**src/rtl/bcd_display_scheduler_pkg.sv**
```systemverilog
// Shared types and constants for the BCD display scheduler: FSM states,
// field indices, digit pair struct and range limits.
package bcd_display_scheduler_pkg;

  typedef enum logic [2:0] {
    IDLE   = 3'd0,
    CONV_S = 3'd1,
    CONV_M = 3'd2,
    CONV_H = 3'd3,
    DONE   = 3'd4
  } state_t;

  typedef enum logic [1:0] {
    FLD_S = 2'd0,
    FLD_M = 2'd1,
    FLD_H = 2'd2
  } field_t;

  typedef struct packed {
    logic [3:0] msb;
    logic [3:0] lsb;
  } bcd_pair_t;

  localparam logic [3:0] BCD_BLANK = 4'hF;
  localparam logic [6:0] SEC_MAX   = 7'd59;
  localparam logic [6:0] MIN_MAX   = 7'd59;

  // Which snapshot field the shared converter sees in a given state.
  function automatic field_t field_of(input state_t st);
    case (st)
      CONV_M:  field_of = FLD_M;
      CONV_H:  field_of = FLD_H;
      default: field_of = FLD_S;
    endcase
  endfunction

endpackage

```
**src/rtl/bcd_display_scheduler_binary_to_bcd.sv**
```systemverilog
// Combinational 7-bit binary to two-digit BCD converter (double dabble).
// Values above 99 produce 4'hF on both digits.
module binary_to_bcd
  import bcd_display_scheduler_pkg::*;
(
  input  logic [6:0] bin,
  output bcd_pair_t  digits
);

  // sr: [15] hundreds bit, [14:11] tens, [10:7] ones, [6:0] shifting binary
  logic [15:0] sr;

  always_comb begin
    sr = {9'd0, bin};
    for (int i = 0; i < 7; i++) begin
      if (sr[14:11] >= 4'd5) sr[14:11] = sr[14:11] + 4'd3;
      if (sr[10:7]  >= 4'd5) sr[10:7]  = sr[10:7]  + 4'd3;
      sr = sr << 1;
    end
  end

  always_comb begin
    if (sr[15]) begin
      digits.msb = BCD_BLANK;
      digits.lsb = BCD_BLANK;
    end else begin
      digits.msb = sr[14:11];
      digits.lsb = sr[10:7];
    end
  end

endmodule

```
**src/rtl/bcd_display_scheduler.sv**
```systemverilog
// Time-shares one binary_to_bcd between seconds/minutes/hours and publishes a
// coherent 6-digit BCD word. Optional macro BCD_SCHED_LEAD_BLANK_EN blanks a zero hours msb.
module bcd_display_scheduler
  import bcd_display_scheduler_pkg::*;
#(
  parameter int HOUR_MAX = 23
) (
  input  logic        i_clk,
  input  logic        i_reset_n,
  input  logic        i_refresh,
  input  logic [6:0]  i_seconds,
  input  logic [6:0]  i_minutes,
  input  logic [6:0]  i_hours,
  output logic [23:0] o_bcd,
  output logic        o_valid,
  output logic        o_busy,
  output logic        o_range_err
);

  localparam logic [6:0] HRS_MAX = 7'(HOUR_MAX);

  state_t     state;
  logic [6:0] snap_s, snap_m, snap_h;
  bcd_pair_t  stage_s, stage_m, stage_h;
  logic       pending;

  logic [6:0] conv_in;
  bcd_pair_t  conv_out;
  logic       range_err;
  logic [3:0] h_msb;

  always_comb begin
    case (field_of(state))
      FLD_M:   conv_in = snap_m;
      FLD_H:   conv_in = snap_h;
      default: conv_in = snap_s;
    endcase
  end

  binary_to_bcd u_conv (
    .bin    (conv_in),
    .digits (conv_out)
  );

  assign range_err = (snap_s > SEC_MAX) | (snap_m > MIN_MAX) | (snap_h > HRS_MAX);

  always_comb begin
    h_msb = stage_h.msb;
`ifdef BCD_SCHED_LEAD_BLANK_EN
    if (stage_h.msb == 4'd0) h_msb = BCD_BLANK;
`endif
  end

  always_ff @(posedge i_clk or negedge i_reset_n) begin
    if (!i_reset_n) begin
      state       <= IDLE;
      snap_s      <= '0;
      snap_m      <= '0;
      snap_h      <= '0;
      stage_s     <= '0;
      stage_m     <= '0;
      stage_h     <= '0;
      pending     <= 1'b0;
      o_bcd       <= '0;
      o_valid     <= 1'b0;
      o_busy      <= 1'b0;
      o_range_err <= 1'b0;
    end else begin
      o_valid <= 1'b0;
      case (state)
        IDLE: begin
          if (i_refresh) begin
            snap_s <= i_seconds;
            snap_m <= i_minutes;
            snap_h <= i_hours;
            state  <= CONV_S;
            o_busy <= 1'b1;
          end
        end
        CONV_S: begin
          stage_s <= conv_out;
          state   <= CONV_M;
          if (i_refresh) pending <= 1'b1;
        end
        CONV_M: begin
          stage_m <= conv_out;
          state   <= CONV_H;
          if (i_refresh) pending <= 1'b1;
        end
        CONV_H: begin
          stage_h <= conv_out;
          state   <= DONE;
          if (i_refresh) pending <= 1'b1;
        end
        DONE: begin
          o_bcd       <= {h_msb, stage_h.lsb, stage_m, stage_s};
          o_valid     <= 1'b1;
          o_range_err <= range_err;
          // A refresh seen now or earlier restarts straight away, no IDLE gap.
          if (pending || i_refresh) begin
            pending <= 1'b0;
            snap_s  <= i_seconds;
            snap_m  <= i_minutes;
            snap_h  <= i_hours;
            state   <= CONV_S;
          end else begin
            state  <= IDLE;
            o_busy <= 1'b0;
          end
        end
        default: begin
          state   <= IDLE;
          pending <= 1'b0;
          o_busy  <= 1'b0;
        end
      endcase
    end
  end

endmodule

```
**config.mk**
```make
export PLATFORM = sky130hd
export DESIGN_NAME = bcd_display_scheduler
export DESIGN_NICKNAME = d
export VERILOG_FILES = /design/src/rtl/bcd_display_scheduler_pkg.sv /design/src/rtl/bcd_display_scheduler_binary_to_bcd.sv /design/src/rtl/bcd_display_scheduler.sv
export SDC_FILE = /design/constraint.sdc
export NUM_CORES = 1
export LEC_CHECK = 0
export ABC_AREA = 1
export BUFFER_PORTS_ARGS = -buffer_cell sky130_fd_sc_hd__buf_2
export CORE_UTILIZATION = 55
export CTS_BUF_LIST = sky130_fd_sc_hd__clkbuf_4
export DETAILED_ROUTE_END_ITERATION = 10
export GPL_TIMING_DRIVEN = 0
export PLACE_DENSITY = 0.85
export SYNTH_ARGS = -nofsm -noshare
export SYNTH_HDL_FRONTEND = slang
export SYNTH_SLANG_ARGS = --single-unit
```
**constraint.sdc**
```tcl
create_clock -name i_clk -period 9.9 [get_ports i_clk]
set_input_delay 1.98 -clock i_clk [delete_from_list [all_inputs] [get_ports i_clk]]
set_output_delay 1.98 -clock i_clk [all_outputs]
set_load 0.005 [all_outputs]
```
Yosys cells after proc, flatten, opt, wreduce, memory -nomap -nowiden

Index checks and enable logic that the tools add are counted.

Input bits: 24
Word-level logic and storage cells: 93
Register bits after elaboration: 76

Reduce and logical (&&, ||, !) cells: 7
Add/subtract/negate cells: 11
Equal/unequal tests: 10
Bitwise logic cells: 4
Order comparisons: 14
Multiplexer cells: 32

Operators with widths:

| cell                  | count |
|---|---|
| $pmux W7 S2           | 4 |
| $mux W7               | 6 |
| $ge A4 B3 Y1 const B  | 9 |
| $mux W4               | 7 |
| $add A4 B2 Y4 const B | 6 |
| $mux W3               | 5 |
| $pmux W3 S5           | 1 |
| $gt A7 B6 Y1 const B  | 2 |
| $add A3 B2 Y3 const B | 3 |
| $reduce_and A3 Y1     | 3 |
| $mux W8               | 1 |
| $gt A7 B5 Y1 const B  | 1 |
| $add A1 B2 Y3 const B | 2 |
| $eq A3 B2 Y1 const B  | 2 |
| $ge A1 B3 Y1 const B  | 2 |
| $ne A2 B2 Y1 const B  | 3 |
| $pmux W1 S3           | 2 |
| $mux W1               | 5 |
| $pmux W2 S2           | 1 |
| $eq A3 B1 Y1 const B  | 1 |
| $eq A3 B3 Y1 const B  | 1 |
| $logic_not A3 Y1      | 1 |
| $reduce_or A3 Y1      | 1 |
| $eq A2 B1 Y1 const B  | 1 |
| 6 further kinds       | 8 |

Logic depth before layout (Yosys ltp)

Word-level depth: 17
Mapped depth: 34
Depth with buffers taken out: 34

By module

A second synthesis with hierarchy kept.

Cells, all modules: 437
Area, all modules: 3699.8 µm²

Modules (own cells, without submodules):

| module                | seq. area each (µm²) | cells each | area an instance (µm²) | times used |
|---|---|---|---|---|
| bcd_display_scheduler | 1901.8               | 354        | 3133.0                 | 1 |
| binary_to_bcd         | 0.0                  | 83         | 566.8                  | 1 |

Worst setup path after synthesis

Ideal clock, no wire load.

Path kind: register to register
Start: reg state[2]
End: reg stage_s[2] (netlist bit)
Path slack: 5933 ps
Path buffers: 0
Period minus slack after synthesis: 3967 ps
Setup time: 116 ps
Stages on the path, launching flop included: 35
Data required time: 9784 ps
Arrival: 3850 ps
Path through: dfrtp_1 -> inv_2 -> nand2_4 -> nor2_8 -> nand2_1 -> nand2_1 -> nor2_4 -> inv_2 -> ha_1 -> inv_1 -> ha_1 -> inv_1 -> nand4_2 -> nand2_1 -> nand2_1 -> nand2_2 -> ha_1 -> inv_1 -> or2_2 -> nand3_2 -> nand2_2 -> xor2_2 -> ha_1 -> inv_1 -> or2_2 -> nand3_2 -> nand2_2 -> nand2_2 -> nand3_2 -> nand2_2 -> nand2_2 -> nand2_1 -> nand3_2 -> nand2_1 -> nand2_1

Word-level cells in the longest chain between the ends: 17
Elaborated cells on any way between the ends: 38

Ends and longest elaborated chain:

| element                                       | RTL line                                                                             | source |
|---|---|---|
| start, declared                               | bcd_display_scheduler.sv:22                                                          | `state_t state;` |
| start signal, assigned                        | bcd_display_scheduler.sv:56                                                          | `state <= IDLE;` |
| start signal, assigned                        | bcd_display_scheduler.sv:76                                                          | `state <= CONV_S;` |
| start signal, assigned                        | bcd_display_scheduler.sv:82                                                          | `state <= CONV_M;` |
| $eq A3 B2 Y1                                  | bcd_display_scheduler_pkg.sv:30                                                      | `case (st)` |
| $pmux W2 S2                                   | bcd_display_scheduler_pkg.sv:30                                                      |  |
| $eq A2 B2 Y1 or $eq A2 B1 Y1 (tied branches)  | bcd_display_scheduler.sv:33                                                          | `case (field_of(state))` |
| $pmux W7 S2                                   | bcd_display_scheduler.sv:33                                                          |  |
| $ge A1 B3 Y1 or $add A1 B2 Y3 (tied branches) | bcd_display_scheduler_binary_to_bcd.sv:17                                            | `if (sr[10:7] >= 4'd5) sr[10:7] = sr[10:7] + 4'd3;` |
| $mux W4                                       | bcd_display_scheduler_binary_to_bcd.sv:17                                            |  |
| $add A4 B2 Y4 or $ge A4 B3 Y1 (tied branches) | bcd_display_scheduler_binary_to_bcd.sv:17                                            |  |
| $mux W4                                       | bcd_display_scheduler_binary_to_bcd.sv:17                                            |  |
| $add A4 B2 Y4, or another cell as far along   | bcd_display_scheduler_binary_to_bcd.sv:17                                            |  |
| $mux W4 or $mux W3 (tied branches)            | bcd_display_scheduler_binary_to_bcd.sv:17, bcd_display_scheduler_binary_to_bcd.sv:16 |  |
| $ge A4 B3 Y1, or another cell as far along    | bcd_display_scheduler_binary_to_bcd.sv:17                                            |  |
| $mux W4 or $mux W3 (tied branches)            | bcd_display_scheduler_binary_to_bcd.sv:17, bcd_display_scheduler_binary_to_bcd.sv:16 |  |
| $add A4 B2 Y4, or another cell as far along   | bcd_display_scheduler_binary_to_bcd.sv:17                                            |  |
| $mux W4 or $mux W3 (tied branches)            | bcd_display_scheduler_binary_to_bcd.sv:17, bcd_display_scheduler_binary_to_bcd.sv:16 |  |
| $add A4 B2 Y4, or another cell as far along   | bcd_display_scheduler_binary_to_bcd.sv:16                                            | `if (sr[14:11] >= 4'd5) sr[14:11] = sr[14:11] + 4'd3;` |
| $mux W4, on equally long branches             | bcd_display_scheduler_binary_to_bcd.sv:16, bcd_display_scheduler_binary_to_bcd.sv:17 |  |
| $mux W8                                       | bcd_display_scheduler_binary_to_bcd.sv:23                                            | `if (sr[15]) begin` |
| end signal, assigned                          | bcd_display_scheduler.sv:81                                                          | `stage_s <= conv_out;` |
| end, declared                                 | bcd_display_scheduler.sv:24                                                          | `bcd_pair_t stage_s, stage_m, stage_h;` |

Parallel ways exist; a longest one is shown, timed or not.
A chain may end at the register's enable or synchronous reset.

Worst setup path in the final report

Start: reg state[1]
End: reg stage_h[2] (netlist bit)

Word-level cells in the longest chain between the ends: 17
Elaborated cells on any way between the ends: 37

Ends and longest elaborated chain:

| element                                       | RTL line                                                                             | source |
|---|---|---|
| $eq A3 B2 Y1, on equally long branches        | bcd_display_scheduler_pkg.sv:30, bcd_display_scheduler.sv:70                         |  |
| $pmux W2 S2                                   | bcd_display_scheduler_pkg.sv:30                                                      |  |
| $eq A2 B2 Y1 or $eq A2 B1 Y1 (tied branches)  | bcd_display_scheduler.sv:33                                                          |  |
| $pmux W7 S2                                   | bcd_display_scheduler.sv:33                                                          |  |
| $ge A1 B3 Y1 or $add A1 B2 Y3 (tied branches) | bcd_display_scheduler_binary_to_bcd.sv:17                                            |  |
| $mux W4                                       | bcd_display_scheduler_binary_to_bcd.sv:17                                            |  |
| $add A4 B2 Y4 or $ge A4 B3 Y1 (tied branches) | bcd_display_scheduler_binary_to_bcd.sv:17                                            |  |
| $mux W4                                       | bcd_display_scheduler_binary_to_bcd.sv:17                                            |  |
| $add A4 B2 Y4, or another cell as far along   | bcd_display_scheduler_binary_to_bcd.sv:17                                            |  |
| $mux W4 or $mux W3 (tied branches)            | bcd_display_scheduler_binary_to_bcd.sv:17, bcd_display_scheduler_binary_to_bcd.sv:16 |  |
| $ge A4 B3 Y1, or another cell as far along    | bcd_display_scheduler_binary_to_bcd.sv:17                                            |  |
| $mux W4 or $mux W3 (tied branches)            | bcd_display_scheduler_binary_to_bcd.sv:17, bcd_display_scheduler_binary_to_bcd.sv:16 |  |
| $add A4 B2 Y4, or another cell as far along   | bcd_display_scheduler_binary_to_bcd.sv:17                                            |  |
| $mux W4 or $mux W3 (tied branches)            | bcd_display_scheduler_binary_to_bcd.sv:17, bcd_display_scheduler_binary_to_bcd.sv:16 |  |
| $add A4 B2 Y4, or another cell as far along   | bcd_display_scheduler_binary_to_bcd.sv:16                                            |  |
| $mux W4, on equally long branches             | bcd_display_scheduler_binary_to_bcd.sv:16, bcd_display_scheduler_binary_to_bcd.sv:17 |  |
| $mux W8                                       | bcd_display_scheduler_binary_to_bcd.sv:23                                            |  |
| end signal, assigned                          | bcd_display_scheduler.sv:91                                                          | `stage_h <= conv_out;` |
| end, declared                                 | bcd_display_scheduler.sv:24                                                          |  |

Parallel ways exist; a longest one is shown, timed or not.

==> impl_metrics.tcl <==
set metrics [dict create \
    antenna_found_initial 0 \
    dp_hpwl_mm 5.40 \
    final_common_cell "nand2_1" \
    hold_buffers 0 \
    skew_ns 0.0131 \
    status "completed" \
    avgViaCountPerCell 5.22 \
    slowest_stage "dfrtp_1" \
    syn2layout_area_growth_pct 12.9 \
    drv_slew 0 \
    wire_per_inst_um 13.0 \
    layout-drive-gt1-share_pct 23.8 \
    grt_pass1_vias 2901 \
    n_antenna_cell 0 \
    max_cap_viol_count 0 \
    crit_path_end_kind "flip-flop" \
    portBuffers 50 \
    tns_ns 0 \
    grt_first_pass_wirelength_mm 13.0 \
    cp.arrival_ns 4.98 \
    ios 51 \
    grtUsageTotal_pct 23.6 \
    r2r_slack_ns 5.25 \
    startpoint_type "flip-flop" \
    die_h_um 83.1 \
    rr_worst_depth 33 \
    min_period_ns 4.65 \
    coreArea_um2 6350 \
    required_ns 10.23 \
    mostFrequentLayoutCells "nand2_1, dfrtp_1, buf_2, inv_1, o21ai_0" \
    fillCellCount 521 \
    rsz0062_at_grt "no" \
    multiInputGateArea_um2 1490 \
    regArea_um2 1900 \
    ctsRootBufferMaster "clkbuf_4" \
    gp_congestion 0.866 \
    yosysSeqAreaShare_pct 52.5 \
    yosysUniqueCellTypes 34 \
    max_stage_delay_ns 0.49 \
    avgSynthCellArea_um2 8.60 \
    r2r_start "state[1]" \
    ant_nets 0 \
    cts_made_buffers 9 \
    vias 2943 \
    syn_nets 452 \
    insertion_delay_ns 0.43 \
    path_common_cell "nand2_2" \
    fin_util_pct 64.3 \
    min-delay-start "o_bcd[10]" \
    holdPathStages 2 \
    drt-total-wl_mm 7.35 \
    dr.pass1.iters 4 \
    synthCells 421 \
    drc 0 \
    grt_max_degree 77 \
    hold_end "o_bcd[10]" \
    postCtsSetupRepairBufs 0 \
    cts_tree "yes" \
    post-route-period-util_pct 47.0 \
    dieArea_um2 6910 \
    cts_sinks 76 \
    rows 29 \
    ys_ff_latch 76 \
    clock_path_buffers 2 \
    worstMarginPinSlew_ns 0.913 \
    min_path_type "reg -> reg" \
    nNetsFinal 513 \
    cp_max_fo 9 \
    start_util_pct 57.0 \
    ctsResizeCount 0 \
    fmax_ghz 0.215 \
    chipWidth_um 83.1 \
    h-tree-depth 3 \
    yosysWarnings 0 \
    finalSetupViolCount 0 \
    hold_viol 0 \
    maxSlewHeadroom_pct 39.2 \
    worst_r2r_endpoint "stage_h[2]" \
    path_class "reg -> reg" \
    gr-total-overflow 0 \
    netlist_area_um2 3620 \
    drtIter0Drc 150 \
    clkTransAtPathRegs_ns 0.12 \
]
## cells in the mapped netlist (all sizes together)
library cell / number / area share (%)
o211ai: 1 / 0.21
nor3: 1 / 0.14
nand2: 170 / 19
inv: 50 / 5.2
a21oi: 4 / 0.55
mux2: 8 / 2.5
dfrtp: 76 / 53
a31oi: 1 / 0.17
a41oi: 1 / 0.24
nor2: 13 / 2.5
clkbuf: 7 / 0.73
nand3b: 1 / 0.21
nand4: 5 / 1.0
o21ai: 37 / 5.3
o21a: 3 / 0.62
a22oi: 4 / 0.83
or2: 2 / 0.35
ha: 7 / 2.4
nand3: 23 / 4.4
xor2: 2 / 0.69
buf: 4 / 0.52
o22ai: 1 / 0.17
## logic make-up (layout without fill, tap and decap cells)
| group | count (synthesis) | after routing | share of synthesized area, % |
|---|---|---|---|
| AOI/OAI and AO/OA | 52 | 52 | 8.12 |
| xor gates and xnor gates | 2 | 2 | 0.691 |
| DFF | 76 | 76 | 52.5 |
| muxes | 8 | 8 | 2.49 |
| buffers and inverters | 61 | 127 | 6.43 |
| and+or+nand+nor | 215 | 215 | 27.3 |
| adders and majority gates | 7 | 7 | 2.42 |
## metal layers
metal  GRT usage, %  vias to the layer above  part of all wire [%]
met4           10.0                        0                   1.6
li1               -                     1453                     -
met3           3.78                        8                   4.3
met2           39.5                       71                    49
met5              0                        -                     0
met1           30.7                     1411                    45
## through the flow
stage               hold slack, ns  area, um2  std cells  setup slack (ns)
finish                       0.479       4090        564              5.25
global route                 0.502       4090        564              4.84
CTS                          0.483       4090        564              5.27
detailed placement           0.453       3970        548              5.31
global placement             0.451       3970        548              5.56
floorplan                    0.449       3620        421              5.93
## final cells by class
class,count,area share (%)
Multi-Input combinational cell,284,36.4
Clock buffer,10,1.84
Sequential cell,76,46.6
Inverter,50,4.59
Buffer,11,1.10
Timing Repair Buffer,50,6.19
Tap cell,77,2.36
Clock inverter,6,1.01
## worst max-delay path, delay by kind of cell, from the launching register on
family | cells | cell delay [ns]
DFF | 1 | 0.49
and+or+nand+nor | 22 | 2.73
xor gates and xnor gates | 1 | 0.20
buffers and inverters | 6 | 0.39
adders and majority gates | 4 | 0.75
## sequential cells by signal (all words and copies together) (netlist names)
signal,cells
o_valid,1
snap_s,7
state,3
pending,1
stage_m,8
o_range_err,1
h_msb,4
snap_m,7
stage_s,8
stage_h,4
o_bcd,24
snap_h,7
o_busy,1
## worst max-delay path by stage
stage / to / cells past startpoint / from
finish: stage_h[2] / 33 / state[1]
global route: stage_h[2] / 33 / state[1]
global placement: stage_h[1] / 33 / state[1]
CTS: stage_h[2] / 33 / state[1]
detailed placement: stage_h[2] / 33 / state[1]
floorplan: stage_s[2] / 34 / state[2]
Power is not shown: default switching activity piles up to over one toggle a cycle in this logic, so the estimate is an artifact.
